## config.mk

```make
export PLATFORM = sky130hd
export DESIGN_NAME = sa_c_collector
export DESIGN_NICKNAME = d
export VERILOG_FILES = /design/src/rtl/sa_c_collector.sv
export SDC_FILE = /design/constraint.sdc
export NUM_CORES = 1
export LEC_CHECK = 0
export ABC_AREA = 1
export BUFFER_PORTS_ARGS = -buffer_cell sky130_fd_sc_hd__buf_2
export CAP_MARGIN = 0
export CORE_MARGIN = 5
export CORE_UTILIZATION = 30
export CTS_CLUSTER_DIAMETER = 200
export DETAILED_ROUTE_END_ITERATION = 7
export HOLD_SLACK_MARGIN = 0.03
export SLEW_MARGIN = 20
export SYNTH_ARGS = -nofsm -noshare
export SYNTH_HDL_FRONTEND = slang
export SYNTH_SLANG_ARGS = --single-unit
export TNS_END_PERCENT = 1
```

## constraint.sdc

```tcl
create_clock -name clk -period 12.8 [get_ports clk]
set_input_delay 0.64 -clock clk [delete_from_list [all_inputs] [get_ports clk]]
set_output_delay 0.64 -clock clk [all_outputs]
set_load 0.1 [all_outputs]
```

## src/rtl/sa_c_collector.sv

```systemverilog
// Bottom-edge C collector: de-skews per-column array outputs into column FIFOs and
// presents aligned C rows on a valid/ready handshake. Optional sticky overflow: SA_C_COLLECTOR_OVF_EN.
module sa_c_collector #(
    parameter int unsigned WIDTH = 16,
    parameter int unsigned SIZE  = 4,
    parameter int unsigned DEPTH = 4
) (
    input  logic                    clk,
    input  logic                    rst,
    input  logic [SIZE-1:0]         i_c_vld,
    input  logic [SIZE*WIDTH-1:0]   i_c_rows,
    output logic                    o_vld,
    input  logic                    i_rdy,
    output logic [SIZE*WIDTH-1:0]   o_rows,
    output logic                    o_last,
    output logic                    o_full
`ifdef SA_C_COLLECTOR_OVF_EN
    ,
    output logic                    o_ovf
`endif
);

    localparam int unsigned AW = $clog2(DEPTH);
    localparam int unsigned PW = AW + 1;
    localparam int unsigned RW = (SIZE > 1) ? $clog2(SIZE) : 1;
    localparam logic [PW-1:0] FULL_CNT = PW'(DEPTH);
    localparam logic [RW-1:0] LAST_ROW = RW'(SIZE - 1);

    if (DEPTH < 2 || (DEPTH & (DEPTH - 1)) != 0) begin : g_bad_depth
        $error("DEPTH must be a power of 2 and at least 2");
    end

    logic [WIDTH-1:0] mem_q [SIZE][DEPTH];
    logic [PW-1:0]    wptr_q [SIZE];
    logic [PW-1:0]    wptr_d [SIZE];
    logic [PW-1:0]    rptr_q [SIZE];
    logic [PW-1:0]    rptr_d [SIZE];
    logic [PW-1:0]    cnt    [SIZE];
    logic [SIZE-1:0]  col_full;
    logic [SIZE-1:0]  col_empty;
    logic [SIZE-1:0]  push;
    logic             pop;
    logic [RW-1:0]    rowcnt_q;
    logic [RW-1:0]    rowcnt_d;

    // Occupancy comes only from registered pointers, so o_vld never sees i_c_vld.
    always_comb begin
        col_full  = '0;
        col_empty = '0;
        for (int j = 0; j < SIZE; j++) begin
            cnt[j]       = wptr_q[j] - rptr_q[j];
            col_full[j]  = (cnt[j] == FULL_CNT);
            col_empty[j] = (cnt[j] == '0);
        end
    end

    assign o_vld  = ~|col_empty;
    assign pop    = o_vld & i_rdy;
    assign o_last = o_vld & (rowcnt_q == LAST_ROW);
    assign o_full = |col_full;

    // A full column still accepts a push when the same-cycle pop frees its head slot.
    always_comb begin
        push   = '0;
        o_rows = '0;
        for (int j = 0; j < SIZE; j++) begin
            push[j]   = i_c_vld[j] & (~col_full[j] | pop);
            wptr_d[j] = push[j] ? wptr_q[j] + PW'(1) : wptr_q[j];
            rptr_d[j] = pop ? rptr_q[j] + PW'(1) : rptr_q[j];
            o_rows[j*WIDTH +: WIDTH] = mem_q[j][rptr_q[j][AW-1:0]];
        end
    end

    always_comb begin
        rowcnt_d = rowcnt_q;
        if (pop) begin
            rowcnt_d = (rowcnt_q == LAST_ROW) ? '0 : rowcnt_q + RW'(1);
        end
    end

    always_ff @(posedge clk or posedge rst) begin
        if (rst) begin
            for (int j = 0; j < SIZE; j++) begin
                wptr_q[j] <= '0;
                rptr_q[j] <= '0;
            end
            rowcnt_q <= '0;
        end else begin
            for (int j = 0; j < SIZE; j++) begin
                wptr_q[j] <= wptr_d[j];
                rptr_q[j] <= rptr_d[j];
            end
            rowcnt_q <= rowcnt_d;
        end
    end

    always_ff @(posedge clk or posedge rst) begin
        if (rst) begin
            for (int j = 0; j < SIZE; j++) begin
                for (int k = 0; k < DEPTH; k++) begin
                    mem_q[j][k] <= '0;
                end
            end
        end else begin
            for (int j = 0; j < SIZE; j++) begin
                if (push[j]) begin
                    mem_q[j][wptr_q[j][AW-1:0]] <= i_c_rows[j*WIDTH +: WIDTH];
                end
            end
        end
    end

`ifdef SA_C_COLLECTOR_OVF_EN
    logic ovf_q;

    always_ff @(posedge clk or posedge rst) begin
        if (rst) begin
            ovf_q <= 1'b0;
        end else if (|(i_c_vld & col_full) && !pop) begin
            ovf_q <= 1'b1;
        end
    end

    assign o_ovf = ovf_q;
`endif

endmodule

```

==> results of run 1 <==
==> synthesized netlist by cell type (13+ instances only) <==
library cell	instances	area (um2)
buf_2	31	155
nor2_1	134	503
nand4_1	258	1610
buf_1	21	78.8
nand3_1	14	70.1
clkbuf_1	60	225
o21ai_0	128	641
dfrtp_1	282	7060
inv_1	38	143
ha_1	29	363
buf_4	13	97.6
nand2_1	584	2190
o22ai_1	64	400
nand3_4	16	280
==> how the worst max path moves through the flow <==
stage                               start                   end  slack, ns  cells past startpoint
floorplan                             rst  mem_q[0]$_DFFE_PP0P_       4.38                      1
global placement    rptr_q[7]$_DFFE_PP0P_                o_full       8.78                      8
detailed placement  rptr_q[7]$_DFFE_PP0P_                o_full       8.79                      8
CTS                 rptr_q[7]$_DFFE_PP0P_                o_full       8.22                      8
global route        rptr_q[7]$_DFFE_PP0P_                o_full       7.99                      8
finish              rptr_q[7]$_DFFE_PP0P_                o_full       8.28                      8
==> logic make-up (layout without fill, tap and decap cells) <==
logic type / after synthesis / count (layout) / share of synthesized area
simple gates: 1022 / 1022 / 0.337
buf+inv: 181 / 249 / 0.0655
compound gates: 205 / 205 / 0.0767
xor+xnor: 10 / 10 / 0.00608
fa+ha+maj: 29 / 29 / 0.0252
flops: 282 / 282 / 0.490
==> routing by layer <==
metal	global-route usage	up-vias	wire, um
li1	-	6014	-
met1	0.219	6252	18900
met2	0.251	400	20100
met3	0.0332	64	2660
met4	0.0434	4	854
met5	0	-	23
==> final cells by class <==
class,count,area (um2),area share
clock buffer,49,1020,0.0625
multi-input combinational,1266,6410,0.393
tap,615,769,0.0471
sequential,282,7060,0.432
timing repair buffer,149,776,0.0475
clock inverter,12,144,0.00881
inverter,39,154,0.00942
==> metrics by stage <==
step                instances  hold slack (ns)  utilization  cell area [um2]
global placement         2351            0.447        0.318            15200
CTS                      2412            0.168        0.343            16300
floorplan                1729            0.437            -            14400
detailed placement       2351            0.453        0.318            15200
global route             2412            0.200        0.343            16300
finish                   2412            0.168        0.343            16300
==> sequential cells by signal (all words and copies together), names as in the netlist <==
register  flops
mem_q       256
rptr_q       12
rowcnt_q      2
wptr_q       12
==> flow_summary_export.csv, run 1 <==
group,metric,value,unit
clocking,cts.clk_slew.worst_paths,0.06,ns
clocking,clock_path_buffers,3,
sta,fin_crit_sh,0.353,
sta,rsz0062_at_grt,"no",
sta,finClkSkew,0.0231,ns
setup_path,crit_path_end_kind,"output port",
sta,final_hold_viol_count,0,
clocking,ctsHoldBuffers,0,
die,start_util,0.302,
clocking,cts_made_buffers,35,
synthesis,synthesis.nets,1829,
grt,grt_antenna_before_repair,2,
setup_path,worst-setup-path-type,"flop to output port",
synthesis,netlist_instances,1729,
die,die_w,229,um
synthesis,synth_flop_cell,"dfrtp_1",
synthesis,syn_area,14400,um2
finish,final_cell_mix,"584 x nand2_1, 281 x dfrtp_1, 258 x nand4_1",
grt,grt_max_degree,74,
grt,track_usage,0.158,
setup_path,regToRegSetupSlack,8.89,ns
finish,final_common_cell,"nand2_1",
clocking,cts_root_buffer,"clkbuf_16",
setup_path,r2r_start,"rptr_q[1]$_DFFE_PP0P_",
setup_path,crit_arrival,3.88,ns
die,die_area,52500,um2
synthesis,synth_seq_cells,282,
synthesis,async_reset_ff_frac,1.00,
synthesis,syn_area_per_cell,8.34,um2
die,die_h,229,um
setup_path,r2r-end,"mem_q[185]$_DFFE_PP0P_",
sta,final-setup-viol-count,0,
detailed_routing,routed_wl,42.5,mm
grt,grt.overflow.total,0,
die,placementRows,80,
clocking,post_cts_buffers,0,
setup_path,start_kind,"flop",
setup_path,critical-path-top-delay-family,"buffers and inverters",
die,fp.coreArea,47600,um2
detailed_routing,via_count,12700,
run_status,outcome,"completed",
job,drv_cap,0,
setup_path,worstPathCellList,"inv_1 > ha_1 > a21oi_1 > nand2_1 > a21oi_1 > or2_2 > or3_1 > buf_2",
sta,worst_slack,8.28,ns
clocking,insertion_delay,0.53,ns
synthesis,seq_area_frac_synth,0.490,
placement,place_ws,8.79,ns
synthesis,synth_cell_types,32,
clocking,tritoncts,"done",
detailed_routing,drtIter0Drc,1277,
placement,dp.final_hpwl,24.4,mm
setup_path,path_buf_inv,2,
placement,io_buffers,137,
clocking,htreeDepth,2,
synthesis,synth-edff-count,0,
finish,fill_cells,4942,
setup_path,cp_max_fo,18,
die,io_pins,138,
finish,area_growth,13.3,%
setup_path,ff2ff_path_depth,12,
grt,grt_pass1_vias,12300,
detailed_routing,drc,0,
setup_path,critical_path_required,12.16,ns
detailed_routing,ant_nets,0,
clocking,cts-resized-gates,0,
finish,num_antenna_cells,0,
detailed_routing,post_drt_wl_per_cell,17.6,um
sta,max_freq,221,MHz
sta,tightest_slew,1.11,ns
clocking,clkSinkCount,282,
grt,grt_first_pass_wirelength,69.1,mm
finish,drive_above_1_share,0.130,
placement,gp_congestion,0.781,
setup_path,worst_path_most_repeated_cell,"a21oi_1",
sta,fin_crit,4.52,ns
hold_path,hold_path_class,"primary input to async pin",
sta,slew_violations,0,
detailed_routing,avgViaCountPerCell,5.28,
sta,relSlewSlack,0.262,
setup_path,cpMaxStageDelayCell,"dfrtp_1",
synthesis,yosys_warnings,0,
sta,setup_tns,0,ns
detailed_routing,first_pass_iters,6,
finish,nNetsFinal,1873,
setup_path,cp_slowest_stage_delay,0.79,ns
Power of run 1 is left out: the tool's default activity adds up to more than one toggle a clock period on the data nets, which glitch-free logic cannot reach.
==> run 2, diff against run 1 <==
- clock period: 12.8 -> 4.3 ns (I/O delays scaled with it)
==> run 2 against run 1 <==
  * Register-to-register slack lost 7.8 ns
  * Global-route usage is 0.21 points higher
  * Final cell count rose by 2.9%
  * Sequential cell count is the same
  * Critical path depth fell by 4
  * Non-clock buffer count rose by 74
  * First-iteration DRC count fell by 8.7%
  * Critical path type unchanged
  * Clock-buffer cell count increased by 1
  * Design area up 4.6%
==> flow_summary_export.csv, run 2 (synthesized netlist as in run 1, its figures left out) <==
group,metric,value,unit
run_status,outcome,"completed",
hold_path,min_to,"mem_q[15]$_DFFE_PP0P_",
finish,top_register,"mem_q",
sta,setup_tns,0,ns
clocking,post_cts_buffers,0,
grt,grt_antenna_before_repair,1,
finish,drive_above_1_share,0.128,
hold_path,hold_path_class,"primary input to flop",
die,placementRows,80,
clocking,clkSinkCount,282,
finish,fin_util,0.359,
sta,slew_violations,0,
placement,gp_congestion,0.785,
die,die_area,52500,um2
setup_path,cp_max_fo,33,
clocking,ctsHoldBuffers,66,
sta,rsz0062_at_grt,"no",
finish,largest_register_ffs,256,
grt,grt_pass1_vias,12800,
clocking,cts.clk_slew.worst_paths,0.06,ns
die,io_pins,138,
finish,num_antenna_cells,0,
detailed_routing,avgViaCountPerCell,5.20,
setup_path,path_buf_inv,2,
clocking,insertion_delay,0.52,ns
placement,dp.final_hpwl,25.3,mm
sta,final-setup-viol-count,0,
finish,area_growth,18.5,%
detailed_routing,routed_wl,42.9,mm
finish,finalNonFillerCells,2483,
setup_path,r2r_start,"rptr_q[1]$_DFFE_PP0P_",
setup_path,worstPathCellList,"clkinv_1 > o21ai_0 > o22ai_1 > buf_2",
sta,tightest_slew,1.11,ns
placement,placed_cells,2359,
setup_path,critical-path-top-delay-family,"buffers and inverters",
hold_path,min_from,"i_c_vld[3]",
grt,grt_max_degree,105,
setup_path,r2r-end,"mem_q[203]$_DFFE_PP0P_",
detailed_routing,post_drt_wl_per_cell,17.3,um
clocking,cts_root_buffer,"clkbuf_16",
sta,finClkSkew,0.0186,ns
grt,grt_first_pass_wirelength,70.3,mm
sta,fin_crit,3.44,ns
finish,final_cell_mix,"584 x nand2_1, 282 x dfrtp_1, 258 x nand4_1",
die,start_util,0.302,
die,die_h,229,um
finish,final_common_cell,"nand2_1",
setup_path,critical_path_required,4.09,ns
hold_path,min_path_cells,3,
sta,max_freq,291,MHz
setup_path,ff2ff_path_depth,12,
sta,fin_crit_sh,0.799,
job,drv_cap,0,
clocking,clock_path_buffers,3,
die,die_w,229,um
grt,track_usage,0.160,
finish,nNetsFinal,1946,
clocking,tritoncts,"done",
detailed_routing,drtIter0Drc,1166,
setup_path,crit_arrival,3.22,ns
setup_path,regToRegSetupSlack,1.13,ns
sta,final_hold_viol_count,0,
detailed_routing,ant_nets,0,
finish,fill_cells,4917,
setup_path,cp_slowest_stage_delay,0.96,ns
placement,place_ws,1.12,ns
finish,reg.largest.list,"mem_q x256, rptr_q x12, wptr_q x12",
detailed_routing,first_pass_iters,5,
clocking,cts_made_buffers,34,
die,fp.coreArea,47600,um2
setup_path,start_kind,"flop",
setup_path,cpMaxStageDelayCell,"clkinv_1",
clocking,cts-resized-gates,0,
placement,io_buffers,137,
detailed_routing,drc,0,
setup_path,crit_path_end_kind,"output port",
grt,grt.overflow.total,0,
clocking,htreeDepth,2,
setup_path,worst-setup-path-type,"flop to output port",
sta,worst_slack,0.863,ns
detailed_routing,via_count,12900,
sta,relSlewSlack,0.259,
## run 2: cell count changes in the layout (fill, tap and decap cells not counted)
cell	change
inv_2	-1
clkinvlp_4	-1
clkinv_2	-2
dfrtp_2	-1
inv_8	-1
clkbuf_1	-2
buf_4	+6
clkbuf_8	+3
dfrtp_1	+1
dlygate4sd3_1	+66
clkinv_1	+1
buf_12	+2
## run 2: final cells by class
| type | instances | area (um2) | area share |
|---|---|---|---|
| clock inverter | 8 | 119 | 0.00696 |
| timing repair buffer | 223 | 1520 | 0.0891 |
| inverter | 39 | 150 | 0.00879 |
| multi-input combinational | 1266 | 6410 | 0.375 |
| clock buffer | 50 | 1050 | 0.0617 |
| sequential | 282 | 7060 | 0.413 |
| tap | 615 | 769 | 0.0450 |
## run 2: metrics by stage
stage / hold WS (ns) / instance area [um2]
floorplan: 0.364 / 14400
global placement: 0.448 / 15200
detailed placement: 0.453 / 15200
CTS: 0.212 / 17100
global route: 0.263 / 17100
finish: 0.251 / 17100
## run 2: worst max path at each step
stage | end | slack (ns) | from | cells past startpoint
finish | o_rows[36] | 0.86 | rptr_q[3]$_DFFE_PP0P_ | 4
global route | o_rows[36] | 0.60 | rptr_q[3]$_DFFE_PP0P_ | 4
CTS | o_last | 0.83 | rptr_q[1]$_DFFE_PP0P_ | 8
detailed placement | mem_q[8]$_DFFE_PP0P_ | 1.12 | rptr_q[1]$_DFFE_PP0P_ | 12
global placement | mem_q[220]$_DFFE_PP0P_ | 1.26 | rptr_q[1]$_DFFE_PP0P_ | 12
floorplan | mem_q[0]$_DFFE_PP0P_ | 0.35 | rst | 1
## run 2: per-layer routing
layer / up-vias / track usage / wire [um]
met1: 6287 / 0.218 / 19200
met4: 2 / 0.0475 / 874
met2: 395 / 0.260 / 20400
met3: 64 / 0.0298 / 2360
li1: 6159 / - / -
met5: - / 0 / 13
## run 2: worst reg2reg max path: cells and delay by family, from the launching register on
kind / cells / cell delay, ns
and+or+nand+nor: 9 / 1.65
adders and majority gates: 1 / 0.38
buffers and inverters: 1 / 0.50
AOI/OAI and AO/OA: 1 / 0.17
DFF: 1 / 0.37
Power of run 2 is left out for the same reason.
